==> src/rtl/alu_step_sequencer_if.sv <==
// Control bundle between the ALU step sequencer and the datapath it steers.
// The master drives the datapath controls. The slave supplies start/run and the IR contents.
// Purely combinational wiring, so it adds no latency and has no flow control.
interface alu_step_sequencer_if #(
    parameter int CTRL_W    = 32,
    parameter int ALU_SEL_W = 5
);
    logic                 start;
    logic                 run;
    logic [31:0]          IR_data_out;
    logic [CTRL_W-1:0]    bus_sel;
    logic [CTRL_W-1:0]    reg_enable;
    logic [ALU_SEL_W-1:0] ALU_Sel;
    logic                 IncPC;
    logic                 Read;
    logic                 busy;
    logic                 done;
    logic                 illegal;
    logic [2:0]           step;

    // Sequencer side
    modport master (
        input  start, run, IR_data_out,
        output bus_sel, reg_enable, ALU_Sel, IncPC, Read, busy, done, illegal, step
    );

    // Datapath / stimulus side
    modport slave (
        output start, run, IR_data_out,
        input  bus_sel, reg_enable, ALU_Sel, IncPC, Read, busy, done, illegal, step
    );
endinterface

==> src/rtl/alu_step_sequencer.sv <==
// Hardwired T0-T5 control sequencer for three-register ALU instructions (fetch, decode, operate, write back).
// Latency: start at edge k gives T0 in cycle k+1 and done in cycle k+6+MEM_WAIT.
// No backpressure. start is ignored outside IDLE, and run is sampled only in T5.
module alu_step_sequencer #(
    parameter int NUM_REGS  = 16,
    parameter int CTRL_W    = 32,
    parameter int ALU_SEL_W = 5,
    parameter int ALU_IDLE  = 7,
    parameter int MEM_WAIT  = 0,
    parameter int PC_BIT    = 20,
    parameter int IR_BIT    = 21,
    parameter int MDR_BIT   = 22,
    parameter int MAR_BIT   = 23,
    parameter int Y_BIT     = 24,
    parameter int ZLO_BIT   = 19
) (
    input  logic                  Clock,
    input  logic                  clr,
    alu_step_sequencer_if.master  bus
);

    typedef enum logic [2:0] {
        S_IDLE = 3'd0,
        S_T0   = 3'd1,
        S_T1   = 3'd2,
        S_T2   = 3'd3,
        S_T3   = 3'd4,
        S_T4   = 3'd5,
        S_T5   = 3'd6
    } state_t;

    state_t state;
    state_t state_nxt;
    logic [3:0] wait_cnt;
    logic [3:0] wait_nxt;

    // IR field decode. These fields are only meaningful from T3 onward.
    logic [4:0] opcode;
    logic [3:0] ra;
    logic [3:0] rb;
    logic [3:0] rc;
    logic       unused_ir;

    assign opcode    = bus.IR_data_out[31:27];
    assign ra        = bus.IR_data_out[26:23];
    assign rb        = bus.IR_data_out[22:19];
    assign rc        = bus.IR_data_out[18:15];
    assign unused_ir = ^bus.IR_data_out[14:0];

    logic [ALU_SEL_W-1:0] alu_op;
    logic                 op_ok;
    logic                 regs_ok;
    logic                 legal;

    // Map the opcode to an ALU operation. An unmapped opcode flags the instruction illegal.
    always_comb begin
        alu_op = ALU_SEL_W'(ALU_IDLE);
        op_ok  = 1'b1;
        case (opcode)
            5'b00011: alu_op = ALU_SEL_W'(0);
            5'b00100: alu_op = ALU_SEL_W'(1);
            5'b01001: alu_op = ALU_SEL_W'(3);
            5'b01010: alu_op = ALU_SEL_W'(4);
            5'b00111: alu_op = ALU_SEL_W'(5);
            5'b01000: alu_op = ALU_SEL_W'(6);
            default:  op_ok  = 1'b0;
        endcase
    end

    assign regs_ok = ({1'b0, ra} < 5'(NUM_REGS)) &&
                     ({1'b0, rb} < 5'(NUM_REGS)) &&
                     ({1'b0, rc} < 5'(NUM_REGS));
    assign legal   = op_ok && regs_ok;

    // State and wait-counter registers. clr abandons any instruction in flight.
    always_ff @(posedge Clock or posedge clr) begin
        if (clr) begin
            state    <= S_IDLE;
            wait_cnt <= '0;
        end else begin
            state    <= state_nxt;
            wait_cnt <= wait_nxt;
        end
    end

    logic [CTRL_W-1:0]    bus_sel_c;
    logic [CTRL_W-1:0]    reg_en_c;
    logic [ALU_SEL_W-1:0] alu_sel_c;
    logic                 inc_pc_c;
    logic                 read_c;
    logic                 done_c;
    logic                 illegal_c;

    // Next-state logic and Moore output decode for each control step.
    always_comb begin
        state_nxt = state;
        wait_nxt  = '0;
        bus_sel_c = '0;
        reg_en_c  = '0;
        alu_sel_c = ALU_SEL_W'(ALU_IDLE);
        inc_pc_c  = 1'b0;
        read_c    = 1'b0;
        done_c    = 1'b0;
        illegal_c = 1'b0;
        case (state)
            S_IDLE: begin
                if (bus.start) state_nxt = S_T0;
            end
            S_T0: begin
                bus_sel_c[PC_BIT] = 1'b1;
                reg_en_c[MAR_BIT] = 1'b1;
                inc_pc_c          = 1'b1;
                state_nxt         = S_T1;
            end
            S_T1: begin
                read_c            = 1'b1;
                reg_en_c[MDR_BIT] = 1'b1;
                if (wait_cnt == 4'(MEM_WAIT)) begin
                    state_nxt = S_T2;
                end else begin
                    wait_nxt  = wait_cnt + 4'd1;
                end
            end
            S_T2: begin
                bus_sel_c[MDR_BIT] = 1'b1;
                reg_en_c[IR_BIT]   = 1'b1;
                state_nxt          = S_T3;
            end
            S_T3: begin
                // Abort before any operand moves, so nothing downstream is loaded.
                if (legal) begin
                    bus_sel_c[rb]   = 1'b1;
                    reg_en_c[Y_BIT] = 1'b1;
                    state_nxt       = S_T4;
                end else begin
                    illegal_c = 1'b1;
                    state_nxt = S_IDLE;
                end
            end
            S_T4: begin
                bus_sel_c[rc]     = 1'b1;
                alu_sel_c         = alu_op;
                reg_en_c[ZLO_BIT] = 1'b1;
                state_nxt         = S_T5;
            end
            S_T5: begin
                bus_sel_c[ZLO_BIT] = 1'b1;
                reg_en_c[ra]       = 1'b1;
                done_c             = 1'b1;
                state_nxt          = bus.run ? S_T0 : S_IDLE;
            end
            default: state_nxt = S_IDLE;
        endcase
    end

    assign bus.bus_sel    = bus_sel_c;
    assign bus.reg_enable = reg_en_c;
    assign bus.ALU_Sel    = alu_sel_c;
    assign bus.IncPC      = inc_pc_c;
    assign bus.Read       = read_c;
    assign bus.done       = done_c;
    assign bus.illegal    = illegal_c;
    assign bus.busy       = (state != S_IDLE);
    assign bus.step       = state;

endmodule

==> src/flat_wrapper.sv <==
// flat-port wrapper written by rule: the top's interface ports become plain ports
module alu_step_sequencer_flat 
#(
    parameter int NUM_REGS  = 16,
    parameter int CTRL_W    = 32,
    parameter int ALU_SEL_W = 5,
    parameter int ALU_IDLE  = 7,
    parameter int MEM_WAIT  = 0,
    parameter int PC_BIT    = 20,
    parameter int IR_BIT    = 21,
    parameter int MDR_BIT   = 22,
    parameter int MAR_BIT   = 23,
    parameter int Y_BIT     = 24,
    parameter int ZLO_BIT   = 19
)
  (Clock, clr, bus_start, bus_run, bus_IR_data_out, bus_bus_sel, bus_reg_enable, bus_ALU_Sel, bus_IncPC, bus_Read, bus_busy, bus_done, bus_illegal, bus_step);
  alu_step_sequencer_if #(.CTRL_W(CTRL_W), .ALU_SEL_W(ALU_SEL_W)) bus_i ();
  input  logic Clock;
  input  logic clr;
  input wire logic [$bits(bus_i.start)-1:0] bus_start;
  input wire logic [$bits(bus_i.run)-1:0] bus_run;
  input wire logic [$bits(bus_i.IR_data_out)-1:0] bus_IR_data_out;
  output wire logic [$bits(bus_i.bus_sel)-1:0] bus_bus_sel;
  output wire logic [$bits(bus_i.reg_enable)-1:0] bus_reg_enable;
  output wire logic [$bits(bus_i.ALU_Sel)-1:0] bus_ALU_Sel;
  output wire logic [$bits(bus_i.IncPC)-1:0] bus_IncPC;
  output wire logic [$bits(bus_i.Read)-1:0] bus_Read;
  output wire logic [$bits(bus_i.busy)-1:0] bus_busy;
  output wire logic [$bits(bus_i.done)-1:0] bus_done;
  output wire logic [$bits(bus_i.illegal)-1:0] bus_illegal;
  output wire logic [$bits(bus_i.step)-1:0] bus_step;
  assign bus_i.start = bus_start;
  assign bus_i.run = bus_run;
  assign bus_i.IR_data_out = bus_IR_data_out;
  assign bus_bus_sel = bus_i.bus_sel;
  assign bus_reg_enable = bus_i.reg_enable;
  assign bus_ALU_Sel = bus_i.ALU_Sel;
  assign bus_IncPC = bus_i.IncPC;
  assign bus_Read = bus_i.Read;
  assign bus_busy = bus_i.busy;
  assign bus_done = bus_i.done;
  assign bus_illegal = bus_i.illegal;
  assign bus_step = bus_i.step;
  alu_step_sequencer #(.NUM_REGS(NUM_REGS), .CTRL_W(CTRL_W), .ALU_SEL_W(ALU_SEL_W), .ALU_IDLE(ALU_IDLE), .MEM_WAIT(MEM_WAIT), .PC_BIT(PC_BIT), .IR_BIT(IR_BIT), .MDR_BIT(MDR_BIT), .MAR_BIT(MAR_BIT), .Y_BIT(Y_BIT), .ZLO_BIT(ZLO_BIT)) u_core (.Clock(Clock), .clr(clr), .bus(bus_i));
endmodule
==> config.mk <==
export PLATFORM = sky130hd
export DESIGN_NAME = alu_step_sequencer_flat
export DESIGN_NICKNAME = d
export VERILOG_FILES = /design/src/rtl/alu_step_sequencer_if.sv /design/src/rtl/alu_step_sequencer.sv /design/src/flat_wrapper.sv
export SDC_FILE = /design/constraint.sdc
export NUM_CORES = 1
export LEC_CHECK = 0
export ABC_CLOCK_PERIOD_IN_PS = 1500
export CORE_UTILIZATION = 23
export CTS_CLUSTER_SIZE = 8
export DETAILED_ROUTE_END_ITERATION = 7
export GPL_TIMING_DRIVEN = 1
export PLACE_DENSITY = 0.76
export SYNTH_ARGS = -nofsm -noshare
export SYNTH_HDL_FRONTEND = slang
export SYNTH_SLANG_ARGS = --single-unit
==> constraint.sdc <==
create_clock -name Clock -period 1.5 [get_ports Clock]
set_input_delay 0.3 -clock Clock [delete_from_list [all_inputs] [get_ports Clock]]
set_output_delay 0.3 -clock Clock [all_outputs]
set_load 0.02 [all_outputs]
==> reports/qor.yml <==
drt:
  vias: 1725
  ant_nets: 0
  drtIter0Drc: 48
  wirelength_um: 4826
  dr.pass1.iters: 4
  drt-wirelength-per-cell_um: 12.87
  vias_per_cell: 4.600
  drc: 0
critical_path:
  cp_slowest_cell: "dfrtp_2"
  crit_path_max_incr_delay_ns: 0.46
  end_kind: "primary output"
  crit_fanout: 7
  cp_num_buf_inv: 3
  worst_ep_required_time_ns: 1.20
  start_kind: "register"
  cp_cell_sequence: "buf_6, nor4b_4, buf_4, nand3_1, o22ai_2, buf_6"
  cp_top_family: "buffers and inverters"
  cp.arrival_ns: 1.69
  cp_common_cell: "buf_6"
  crit_type: "register to primary output"
synth:
  synth_top_area_share_pct: 18.60
  syn_area_mm2: 0.001251
  yosysTopAreaCell: "buf_4"
  synthTopCellsByArea: "buf_4 (19%), dfrtp_1 (14%), nor2_1 (5.7%), o22ai_1 (5.5%), nand3_1 (5.2%)"
  ys_seq_elements: 7
  syn_avg_cell_area_um2: 7.069
  synth_ff_type: "dfrtp_1"
  synthArstFlopShare_pct: 100.0
  yosysSeqAreaShare_pct: 14.00
  yosys_warnings: 0
  ys_types: 39
  syn_inst: 177
  synth_edf_count: 0
outcome:
  outcome: "complete, but fails checks"
  violations: "setup timing"
place:
  place_inst: 357
  dp_hpwl_um: 3483
  placed_cell_area_mm2: 0.002608
  io_buffer_count: 71
  routabilityCongestion: 0.8200
final_layout:
  syn2layout_area_growth_pct: 141.3
  final_common_cell: "buf_6"
  antenna_cells: 0
  instances_no_fill: 375
  nets: 344
  n_fill_cell: 476
  final_cell_mix: "buf_6 (61), buf_4 (47), conb_1 (26)"
  layout-drive-gt1-share_pct: 62.62
  finish.instance_area_mm2: 0.003019
global_route:
  grt_busiest_layer: "met2"
  grt_util_met1_pct: 18.60
  grt_usage_pct: 15.50
  gr-usage-met2_pct: 30.78
  grt_max_degree: 9
  grt_first_pass_wirelength_um: 6955
  grt-ovfl-total: 0
  grt_pass1_vias: 1549
  antenna_found_initial: 0
  use_met3_pct: 0.7937
clocking:
  htree_levels: 1
  cts-root-buf: "clkbuf_8"
  cts_made_buffers: 3
  cts_hold_buf: 0
  clk_pin_slew_worst_paths_ns: 0.04
  cts_tree: "built"
  clock-sinks: 7
  insertion_delay_ns: 0.23
  clockBufferDepth: 2
sta:
  post-route-period-util_pct: 132.9
  drv_slew: 0
  rsz0062_at_grt: "true"
  fin_ws_ns: -0.4931
  max_clock_freq_ghz: 0.5017
  hold_viol: 0
  period_needed_ns: 1.993
  skew_ns: 0.0005752
  finalSetupViolCount: 48
pwr:
  irDropWorstVdd_mv: 0.9860
  power_density_mw_per_mm2: 920.6
  p_leak_nw: 1.256
floorplan:
  die_width_um: 75.76
  start_util_pct: 24.19
  fp.dieH_um: 75.76
  core_region_area_mm2: 0.005172
  ios: 113
  dieArea_mm2: 0.005739
  row_count: 26
flow_run:
  cap_violations: 0
min_path:
  hold_path.class: "primary input to async pin"
-- routing by layer --
metal | part of all wire (%) | vias up
met1 | 38 | 809
met5 | 0 | -
met3 | 5.5 | 2
met2 | 56 | 77
met4 | 0.27 | 0
li1 | - | 837
-- synthesized netlist by cell type (all sizes together) (2+ instances only) --
master	n
o31ai	3
o211ai	2
nand2b	9
nand3b	5
buf	34
nand4b	2
o21ai	3
a21oi	5
or4	2
ha	2
o32ai	2
nor3	7
inv	9
nand2	8
nor4b	2
and2	4
o22ai	11
nor2	19
nand3	13
nor2b	7
clkbuf	2
dfrtp	7
nand4	5
-- per-stage QoR --
| step | worst slack, ns | power, W | setup TNS [ns] | util (%) | hold slack, ns |
|---|---|---|---|---|---|
| floorplan | -0.2659 | 0.001402 | -6.751 | - | 0.1032 |
| global placement | -1.155 | 0.002021 | -38.91 | 50.41 | 0.4792 |
| detailed placement | -1.193 | 0.002049 | -39.97 | 50.41 | 0.4860 |
| CTS | -0.4882 | 0.002484 | -16.44 | 54.64 | 0.3232 |
| global route | -0.5642 | 0.002951 | -19.14 | 58.37 | 0.3471 |
| finish | -0.4931 | 0.002779 | -15.45 | 58.37 | 0.3121 |
-- repair_timing --
item / 4_1_cts / 5_1_grt
endpoints found under the setup margin: 53 / 51
buffers inserted: 10 / 6
cloned: 1 / 0
pin swaps: 20 / 11
gates resized for setup: 306 / 57
-- cell families after synthesis --
kind of cell	Yosys count	share of synthesized area [%]
fa+ha+maj	2	2.000
simple gates	92	43.10
other cells	1	0.2997
flops	7	14.00
buf+inv	45	23.60
compound gates	29	16.30
xor+xnor	1	0.7001
-- flip-flops by register name, indices dropped and copies added, names as in the netlist --
| signal | cells |
|---|---|
| u_core.wait_cnt | 4 |
| u_core.bus.step | 3 |
-- cell type report --
type	count	area, um2	area share, %
clock buffers	4	45.04	1.492
well taps	70	87.58	2.901
repair buffers	135	1331	44.09
inverters	9	43.79	1.450
flip-flops and latches	7	178.9	5.926
multi-input cells	150	1333	44.14
-- path summary, 6_finish.rpt --
check / from / endpoint / slack, ns / cells after the start
max reg2reg: u_core.bus.step[1] / u_core.bus.step[0] / 0.13 / 7
min: clr / u_core.wait_cnt[2] / 0.31 / 2
max in group asynchronous: clr / u_core.bus.step[0] / 0.95 / 2
min in group Clock: u_core.wait_cnt[0] / u_core.wait_cnt[0] / 0.49 / 1
max: u_core.bus.step[1] / bus_bus_sel[0] / -0.49 / 6
min reg2reg: u_core.wait_cnt[0] / u_core.wait_cnt[0] / 0.49 / 1
-- where the power goes --
part	leakage, nW	switching (W)	internal (W)	total (W)
combinational	1.14	0.00105	0.00113	0.00217
clock	0.0228	0.0000875	0.000184	0.000272
sequential	0.0899	0.0000948	0.000239	0.000334
(Power assumes the default switching activity.)
==> edit: new RTL, same flow settings <==
`ALU_SEL_W` is set to 5 in 3 places; all go to 6.
--- a/src/rtl/alu_step_sequencer_if.sv
+++ b/src/rtl/alu_step_sequencer_if.sv
@@ -4,5 +4,5 @@
 interface alu_step_sequencer_if #(
     parameter int CTRL_W    = 32,
-    parameter int ALU_SEL_W = 5
+    parameter int ALU_SEL_W = 6
 );
     logic                 start;
--- a/src/rtl/alu_step_sequencer.sv
+++ b/src/rtl/alu_step_sequencer.sv
@@ -5,5 +5,5 @@
     parameter int NUM_REGS  = 16,
     parameter int CTRL_W    = 32,
-    parameter int ALU_SEL_W = 5,
+    parameter int ALU_SEL_W = 6,
     parameter int ALU_IDLE  = 7,
     parameter int MEM_WAIT  = 0,
--- a/src/flat_wrapper.sv
+++ b/src/flat_wrapper.sv
@@ -4,5 +4,5 @@
     parameter int NUM_REGS  = 16,
     parameter int CTRL_W    = 32,
-    parameter int ALU_SEL_W = 5,
+    parameter int ALU_SEL_W = 6,
     parameter int ALU_IDLE  = 7,
     parameter int MEM_WAIT  = 0,
Interface: changed (resized bus_ALU_Sel); port bits go from 113 to 114. No check against the original RTL was run, so the function may have changed too.
==> edit against the unedited design <==
- the flow still finishes with violations (negative setup slack)
- clock skew up 2.5 ps
- power up 4.5%
- cell area up 4.1%
- worst hold slack worse by 5.9 ps
- via count up 2.7%
- area after synthesis up 0.60%
- clock power about the same
- register-to-register slack worse by 60 ps
- routed wire length up 7.7%
- sequential share of layout area down 0.23 points
- sequential cell count unchanged
- core utilization up 2.4 points
- setup slack worse by 29 ps
- largest cell class is now non-clock buffers
==> edit: results (changes against the unedited design) <==
| Metric | Value |
|---|---|
| Placer Congestion | 0.846 (was 0.820) |
| Number of fill cells in the layout | 472 (was 476) |
| H-tree levels | 1 (unchanged) |
| Clock root buffer | clkbuf_8 (unchanged) |
| Nets@finish | 353 (was 344) |
| CTS Buf Count | 3 (unchanged) |
| Synth area leaders | buf_4, dfrtp_1, nor2_1 (unchanged) |
| Final setup viols | 49 (was 48) |
| Clk buf depth | 2 (unchanged) |
| Initial antenna violation count | 0 (unchanged) |
| Worst vdd ir | 1.25 mV (was 0.986 mV) |
| DP Area | 2620 um2 (was 2610 um2) |
| Sequential fraction of the synthesis area | 13.9% (was 14.0%) |
| Hold crit path type | primary input to asynchronous set/reset pin (unchanged) |
| Status | finished, violations left (unchanged) |
| Commonest register cell after synthesis | dfrtp_1 (unchanged) |
| Avg Synthesized Cell Area | 7.07 um2 (about the same) |
| Leakage power | 0.00135 uW (was 0.00126 uW) |
| DP Cell Count | 359 (was 357) |
| Final setup margin | -522 ps (was -493 ps) |
| # port buffers | 71 (unchanged) |
| Pre-CTS setup slack | -1210 ps (was -1190 ps) |
| Setup TNS | -16010 ps (was -15450 ps) |
| Detailed Route Iter0 Violations | 31 (was 48) |
| Post-Layout Cell Count | 384 (was 375) |
| Most frequent cells after synthesis | buf_4, nor2_1, nand3_1 (unchanged) |
| Most numerous cell in the Yosys netlist | buf_4 (unchanged) |
| Via count | 1772 (was 1725) |
| Violated checks | negative setup slack (unchanged) |
| Clock transition at the registers of the reported paths | 40 ps (about the same) |
| Worst Skew | 3.05 ps (was 0.575 ps) |
| First-pass GRT wire length | 7820 um (was 6960 um) |
| Critical Path AT | 1720 ps (was 1690 ps) |
| Layout cells sized above 1 | 64.3% (was 62.6%) |
| Largest net degree at the start of global routing | 10 (was 9) |
| Final WL | 5200 um (was 4830 um) |
| Post-DP HPWL | 3580 um (was 3480 um) |
| Gr usage total | 16.2% (was 15.5%) |
==> edit: cell type report <==
| type | count | share of cell area, % |
|---|---|---|
| multi-input combinational | 151 | 43.5 |
| clock buffer | 4 | 1.43 |
| tap | 70 | 2.79 |
| inverter | 9 | 1.15 |
| timing repair buffer | 143 | 45.4 |
| sequential | 7 | 5.69 |
==> edit: timing repair <==
action / CTS / global route
hold endpoints to repair: 0 / 0
gates resized for setup: 336 / 47
setup endpoints to repair: 53 / 50
buffers inserted: 11 / 9
cloned: 1 / 1
pin swaps: 17 / 9
==> edit: worst max-delay path, stage by stage (launching register included) <==
cell	delay [ps]
dfrtp_2	460
buf_6	140
nor4b_2	230
buf_4	200
nand3_1	130
o21ai_2	200
buf_6	140
==> edit: report_power, final <==
group          switching, uW  internal (uW)
registers               85.4            239
logic                   1080           1230
clock network           86.9            184
total                   1250           1650
==> edit: through the flow <==
step	total power [uW]	util, %	hold slack, ps
6_report	2910	60.7	306
5_1_grt	3060	60.7	325
4_1_cts	2490	55.9	315
3_5_place_dp	2020	50.6	490
3_3_place_gp	2000	50.6	476
2_1_floorplan	1410	-	103
==> edit: final timing paths <==
path	slack (ps)	cells after the start	endpoint	start
max in group asynchronous	950	2	u_core.bus.step[2]	clr
min in group Clock	500	1	u_core.wait_cnt[0]	u_core.wait_cnt[0]
worst min-delay path	310	2	u_core.wait_cnt[3]	clr
worst min register to register	500	1	u_core.wait_cnt[0]	u_core.wait_cnt[0]
worst max register to register	70	7	u_core.bus.step[2]	u_core.bus.step[1]
worst max-delay path	-520	6	bus_bus_sel[4]	u_core.bus.step[1]
==> edit: cells by family after synthesis <==
logic type | Yosys count | synth area share (%)
XOR/XNOR | 1 | 0.696
AND/OR/NAND/NOR | 92 | 42.8
AO/OA/AOI/OAI | 29 | 16.2
adder cells (fa/ha/maj) | 2 | 1.99
buffers and inverters | 46 | 24.1
other | 1 | 0.298
flip-flops | 7 | 13.9
==> edit: routing by layer <==
| metal | GRT usage (%) | wire length (um) | part of all wire, % | vias to the layer above |
|---|---|---|---|---|
| li1 | - | - | - | 852 |
| met1 | 17.0 | 1980 | 38 | 842 |
| met2 | 32.5 | 2870 | 55 | 67 |
| met3 | 2.28 | 235 | 4.5 | 11 |
| met4 | 5.58 | 117 | 2.3 | 0 |
| met5 | 0 | 0 | 0 | - |
